==> config.mk <==
export PLATFORM = sky130hd
export DESIGN_NAME = if_stage_flat
export DESIGN_NICKNAME = d
export VERILOG_FILES = /design/src/rtl/if_stage_if.sv /design/src/rtl/if_stage.sv /design/src/flat_wrapper.sv
export SDC_FILE = /design/constraint.sdc
export NUM_CORES = 1
export LEC_CHECK = 0
export CORE_ASPECT_RATIO = 0.6
export CORE_UTILIZATION = 38
export CTS_CLUSTER_DIAMETER = 150
export CTS_CLUSTER_SIZE = 8
export DETAILED_ROUTE_END_ITERATION = 10
export GPL_ROUTABILITY_DRIVEN = 0
export HOLD_SLACK_MARGIN = 0.12
export PLACE_DENSITY_LB_ADDON = 0.1
export SYNTH_ARGS = -nofsm -noshare
export SYNTH_HDL_FRONTEND = slang
export SYNTH_SLANG_ARGS = --single-unit
export TNS_END_PERCENT = 5
==> constraint.sdc <==
create_clock -name clk -period 1.83 [get_ports clk]
set_input_delay 0.183 -clock clk [delete_from_list [all_inputs] [get_ports clk]]
set_output_delay 0.183 -clock clk [all_outputs]
set_load 0.02 [all_outputs]
==> src/rtl/if_stage_if.sv <==
// rtl/if_stage_if.sv - fetch-stage bus: EX/ID redirect inputs, memory read ports, IF outputs
interface if_stage_if #(
    parameter int BIOS_AW = 12,
    parameter int IMEM_AW = 14
);
    logic               ex_stall;
    logic               ex_flush;
    logic [31:0]        ex_target;
    logic               id_target_taken;
    logic [31:0]        id_pc_target;
    logic [31:0]        fetch_pc;
    logic               bios_en;
    logic [BIOS_AW-1:0] bios_addr;
    logic               imem_en;
    logic [IMEM_AW-1:0] imem_addr;
    logic [31:0]        if_pc;
    logic               if_valid;
    logic [31:0]        if_fetch_cnt;

    modport master (
        input  ex_stall, ex_flush, ex_target, id_target_taken, id_pc_target,
        output fetch_pc, bios_en, bios_addr, imem_en, imem_addr,
               if_pc, if_valid, if_fetch_cnt
    );

    modport slave (
        output ex_stall, ex_flush, ex_target, id_target_taken, id_pc_target,
        input  fetch_pc, bios_en, bios_addr, imem_en, imem_addr,
               if_pc, if_valid, if_fetch_cnt
    );
endinterface

==> src/rtl/if_stage.sv <==
// rtl/if_stage.sv - instruction fetch: PC register, next-PC arbitration, boot sequence, fetch counter
module if_stage #(
    parameter logic [31:0] RESET_PC = 32'h4000_0000,
    parameter int          BIOS_AW  = 12,
    parameter int          IMEM_AW  = 14
) (
    input  logic       clk,
    input  logic       rst_n,
    if_stage_if.master bus
);
    typedef enum logic {BOOT, RUN} state_t;

    state_t      state;
    logic [31:0] next_pc;

    // Strict priority: flush > stall > ID redirect > sequential. BOOT ignores all of them.
    always_comb begin
        next_pc = bus.if_pc + 32'd4;
        if (state == BOOT)
            next_pc = RESET_PC;
        else if (bus.ex_flush)
            next_pc = bus.ex_target;
        else if (bus.ex_stall)
            next_pc = bus.if_pc;
        else if (bus.id_target_taken)
            next_pc = bus.id_pc_target;
    end

    assign bus.fetch_pc  = next_pc & ~32'd3;
    assign bus.bios_en   = bus.fetch_pc[30];
    assign bus.imem_en   = ~bus.fetch_pc[30];
    assign bus.bios_addr = bus.fetch_pc[BIOS_AW+1:2];
    assign bus.imem_addr = bus.fetch_pc[IMEM_AW+1:2];

    // if_pc tracks fetch_pc so the 1-cycle memory read data always belongs to it.
    always_ff @(posedge clk or negedge rst_n) begin
        if (!rst_n) begin
            state            <= BOOT;
            bus.if_pc        <= RESET_PC;
            bus.if_valid     <= 1'b0;
            bus.if_fetch_cnt <= 32'd0;
        end else begin
            bus.if_pc <= bus.fetch_pc;
            case (state)
                BOOT: begin
                    state        <= RUN;
                    bus.if_valid <= 1'b1;
                end
                RUN: begin
                    if (!bus.ex_stall && !bus.ex_flush)
                        bus.if_fetch_cnt <= bus.if_fetch_cnt + 32'd1;
                end
                default: state <= BOOT;
            endcase
        end
    end
endmodule

==> src/flat_wrapper.sv <==
// flat-port wrapper written by rule: the top's interface ports become plain ports
module if_stage_flat 
#(
    parameter logic [31:0] RESET_PC = 32'h4000_0000,
    parameter int          BIOS_AW  = 12,
    parameter int          IMEM_AW  = 14
)
  (clk, rst_n, bus_ex_stall, bus_ex_flush, bus_ex_target, bus_id_target_taken, bus_id_pc_target, bus_fetch_pc, bus_bios_en, bus_bios_addr, bus_imem_en, bus_imem_addr, bus_if_pc, bus_if_valid, bus_if_fetch_cnt);
  if_stage_if #(.BIOS_AW(BIOS_AW), .IMEM_AW(IMEM_AW)) bus_i ();
  input  logic clk;
  input  logic rst_n;
  input wire logic [$bits(bus_i.ex_stall)-1:0] bus_ex_stall;
  input wire logic [$bits(bus_i.ex_flush)-1:0] bus_ex_flush;
  input wire logic [$bits(bus_i.ex_target)-1:0] bus_ex_target;
  input wire logic [$bits(bus_i.id_target_taken)-1:0] bus_id_target_taken;
  input wire logic [$bits(bus_i.id_pc_target)-1:0] bus_id_pc_target;
  output wire logic [$bits(bus_i.fetch_pc)-1:0] bus_fetch_pc;
  output wire logic [$bits(bus_i.bios_en)-1:0] bus_bios_en;
  output wire logic [$bits(bus_i.bios_addr)-1:0] bus_bios_addr;
  output wire logic [$bits(bus_i.imem_en)-1:0] bus_imem_en;
  output wire logic [$bits(bus_i.imem_addr)-1:0] bus_imem_addr;
  output wire logic [$bits(bus_i.if_pc)-1:0] bus_if_pc;
  output wire logic [$bits(bus_i.if_valid)-1:0] bus_if_valid;
  output wire logic [$bits(bus_i.if_fetch_cnt)-1:0] bus_if_fetch_cnt;
  assign bus_i.ex_stall = bus_ex_stall;
  assign bus_i.ex_flush = bus_ex_flush;
  assign bus_i.ex_target = bus_ex_target;
  assign bus_i.id_target_taken = bus_id_target_taken;
  assign bus_i.id_pc_target = bus_id_pc_target;
  assign bus_fetch_pc = bus_i.fetch_pc;
  assign bus_bios_en = bus_i.bios_en;
  assign bus_bios_addr = bus_i.bios_addr;
  assign bus_imem_en = bus_i.imem_en;
  assign bus_imem_addr = bus_i.imem_addr;
  assign bus_if_pc = bus_i.if_pc;
  assign bus_if_valid = bus_i.if_valid;
  assign bus_if_fetch_cnt = bus_i.if_fetch_cnt;
  if_stage #(.RESET_PC(RESET_PC), .BIOS_AW(BIOS_AW), .IMEM_AW(IMEM_AW)) u_core (.clk(clk), .rst_n(rst_n), .bus(bus_i));
endmodule
==> metrics.cfg <==
[worst_setup_path]
path_delay_family = buffers and inverters
critPathMaxFanout = 6
max_stage_delay_ps = 380
setup.worst_path.class = register to primary output
reg2regPathDepth = 9
path_common_cell = buf_4
slowest_stage = dfrtp_2
arrival_ps = 2150
required_ps = 1650
rr_endpoint = u_core.bus.if_pc[22]
r2r-start = u_core.bus.if_pc[2]
start_kind = register
critPathCaptureType = primary output
worstPathCellList = ha_4, nand4_1, buf_6, nor4_4, buf_4, nand2_1, xnor2_1, o31a_1, buf_4
crit_buf_inv = 3
r2r_slack_ps = -60

[final_layout]
layout_common_cells = buf_4 (134), clkdlybuf4s50_1 (123), dfrtp_1 (51)
nets = 789
seq_area_sq_um = 1620
syn_to_final_growth_pct = 77.1
multi_input_area_sq_um = 2230
fin_area_sq_um = 7170
drive_above_1_share_pct = 35.1
antenna_cells = 0
layout_commonest_cell = buf_4
nFillCells = 785
final_util_pct = 71.0

[clock_network]
htreeDepth = 3
insertion_delay_ps = 330
clock_sinks = 64
cts-root-buf = clkbuf_16
path_clk_slew_ps = 60
clock_path_buffers = 2
cts_buffers = 9
cts_tree = yes

[floorplanning]
start_util_pct = 40.1
dieHeight_um = 81.9
die_w_um = 135
die_area_sq_um = 11100
core_region_area_sq_um = 10100
fp-row-count = 28
pin_count = 194

[logic_synthesis]
ys_seq_area_share_pct = 39.6
synth_compound_gate_area_share_pct = 13.5
async_reset_ff_share_pct = 100
synth_area_sq_um = 4050
synth_top_family_by_area = simple AND/OR/NAND/NOR gates
synth_edf_count = 0
synthCells = 454
synth-seq-cells = 64
synthMuxAreaShare_pct = 0.773
synth_area_per_cell_sq_um = 8.92
synth_simple_gate_area_share_pct = 22.9
synth-main-ff-cell = dfrtp_1
yosysUniqueCellTypes = 42
synthXorXnorAreaFrac_pct = 12.1
yosysWarnings = 0
synthAdderAreaFrac_pct = 0.618

[timing]
final.setup_skew_ps = 9.43
setup_viol = 58
holdWs_ps = 339
fin_ws_ps = -499
fin_crit_sh_pct = 127
rsz0062_at_grt = yes
period_minus_slack_ps = 2330
timing.fmax_mhz = 429
hold_violations = 0
drv_slew = 0

[power_and_ir_drop]
p_sw_mw = 1.50
powerDensity_nw_per_um2 = 673
intPower_mw = 3.32
clkPwrFrac_pct = 35.7
leakagePower_nw = 3.16
combPwrFrac_pct = 30.6
p_seq_share_pct = 33.7
worst_ir_drop_vdd_mv = 0.457
swShare_pct = 31.1
p_total_mw = 4.82

[run_status]
status = finished, violations left
violations = negative setup slack

[global_routing]
gr-usage-met2_pct = 40.4
grt_max_degree = 27
grt_busiest_layer = met2
grt_pass1_vias = 4206
antenna_found_initial = 0
grt_pass1_wl_mm = 21.7
groute.usage.overall_pct = 25.8
grt-ovfl-total = 0
grtUsageMet3_pct = 5.80
grt_use_met1_pct = 36.0

[routing]
viasPerCell = 5.08
wl_mm = 14.0
drc = 0
drt-initial-drc-count = 177
dr_total_vias = 4355
antenna_left = 0
wl_per_cell_um = 16.3
dr.pass1.iters = 4

[place]
dpl_cell_area_sq_um = 6760
port_buffers = 185
dp_hpwl_mm = 10.9

[flow_run]
drv_cap = 0

[hold_path]
min_path_type = primary input to asynchronous set/reset pin

## final cells by class
class                   count  share of cell area, %
flip-flops and latches     64                   22.6
clock inverters             6                  0.960
clock buffers              10                   3.19
well taps                 135                   2.36
repair buffers            302                   38.4
multi-input cells         314                   31.1
inverters                  27                   1.41
## cells by family after synthesis
group | Yosys count
AO/OA/AOI/OAI | 91
XOR/XNOR | 56
adder cells (fa/ha/maj) | 2
buffers and inverters | 79
flip-flops | 64
multiplexers | 3
other | 2
AND/OR/NAND/NOR | 157
## power groups by stage
stage / logic (mW) / clock network (mW) / registers [mW]
CTS: 1.45 / 1.75 / 1.63
floorplan: 0.522 / 0 / 1.78
global placement: 1.45 / 0 / 1.64
detailed placement: 1.46 / 0 / 1.65
global route: 1.57 / 1.81 / 1.65
finish: 1.48 / 1.72 / 1.63
## per-layer routing
layer / part of all wire [%] / up-vias
li1: - / 2086
met1: 50 / 2102
met2: 43 / 151
met3: 5.7 / 16
met4: 1.3 / 0
met5: 0 / -
## worst register-to-register path, delay by kind of cell (launching register included)
kind | cells | cell delay, ps
adders and majority gates | 1 | 140
xor gates and xnor gates | 1 | 130
buffers and inverters | 3 | 480
AOI/OAI and AO/OA | 1 | 300
and+or+nand+nor | 3 | 350
DFF | 1 | 380
## repair_timing
item / CTS / global route
endpoints found under the setup margin: 81 / 81
hold endpoints to repair: 17 / 0
pin swaps: 29 / 9
resized for setup: 309 / 34
hold buffers: 1 / 0
cloned: 0 / 0
setup buffers: 5 / 2
## cell usage after synthesis, drive strengths merged (8+ instances only)
master | instances | share of area [%]
nand4 | 17 | 2.8
nor2 | 21 | 1.9
xor2 | 21 | 4.5
xnor2 | 35 | 7.6
nor3 | 8 | 0.99
nor3b | 23 | 4.4
inv | 27 | 2.5
o211ai | 23 | 4.3
a21oi | 49 | 6.1
buf | 35 | 6.2
nand3 | 27 | 3.3
clkbuf | 17 | 1.6
nand2 | 32 | 3.0
dfrtp | 63 | 39
and3 | 9 | 1.4
## how the worst max path moves through the flow
stage	startpoint	to	slack [ps]	cells after the start
2_1_floorplan	u_core.bus.if_pc[11]	bus_fetch_pc[30]	-390	7
3_3_place_gp	bus_ex_stall	bus_fetch_pc[25]	-610	8
3_5_place_dp	bus_ex_stall	bus_bios_addr[6]	-630	7
4_1_cts	u_core.bus.if_pc[2]	bus_fetch_pc[22]	-500	9
5_1_grt	u_core.bus.if_pc[2]	bus_fetch_pc[22]	-650	9
6_report	u_core.bus.if_pc[2]	bus_fetch_pc[22]	-500	9
## through the flow
stage | setup TNS (ps) | worst slack (ps) | instances
final | -15000 | -499 | 858
after global routing | -21330 | -651 | 858
after CTS | -15360 | -498 | 856
after detailed placement | -42150 | -635 | 834
after global placement | -39030 | -605 | 834
after floorplan | -7180 | -388 | 457
## state kept, by name (all words and copies together), names as in the netlist
| register | count |
|---|---|
| u_core.state | 1 |
| u_core.bus.if_fetch_cnt | 32 |
| u_core.bus.if_valid | 1 |
| u_core.bus.if_pc | 30 |
Note: power is estimated with default switching activity, not from simulation.
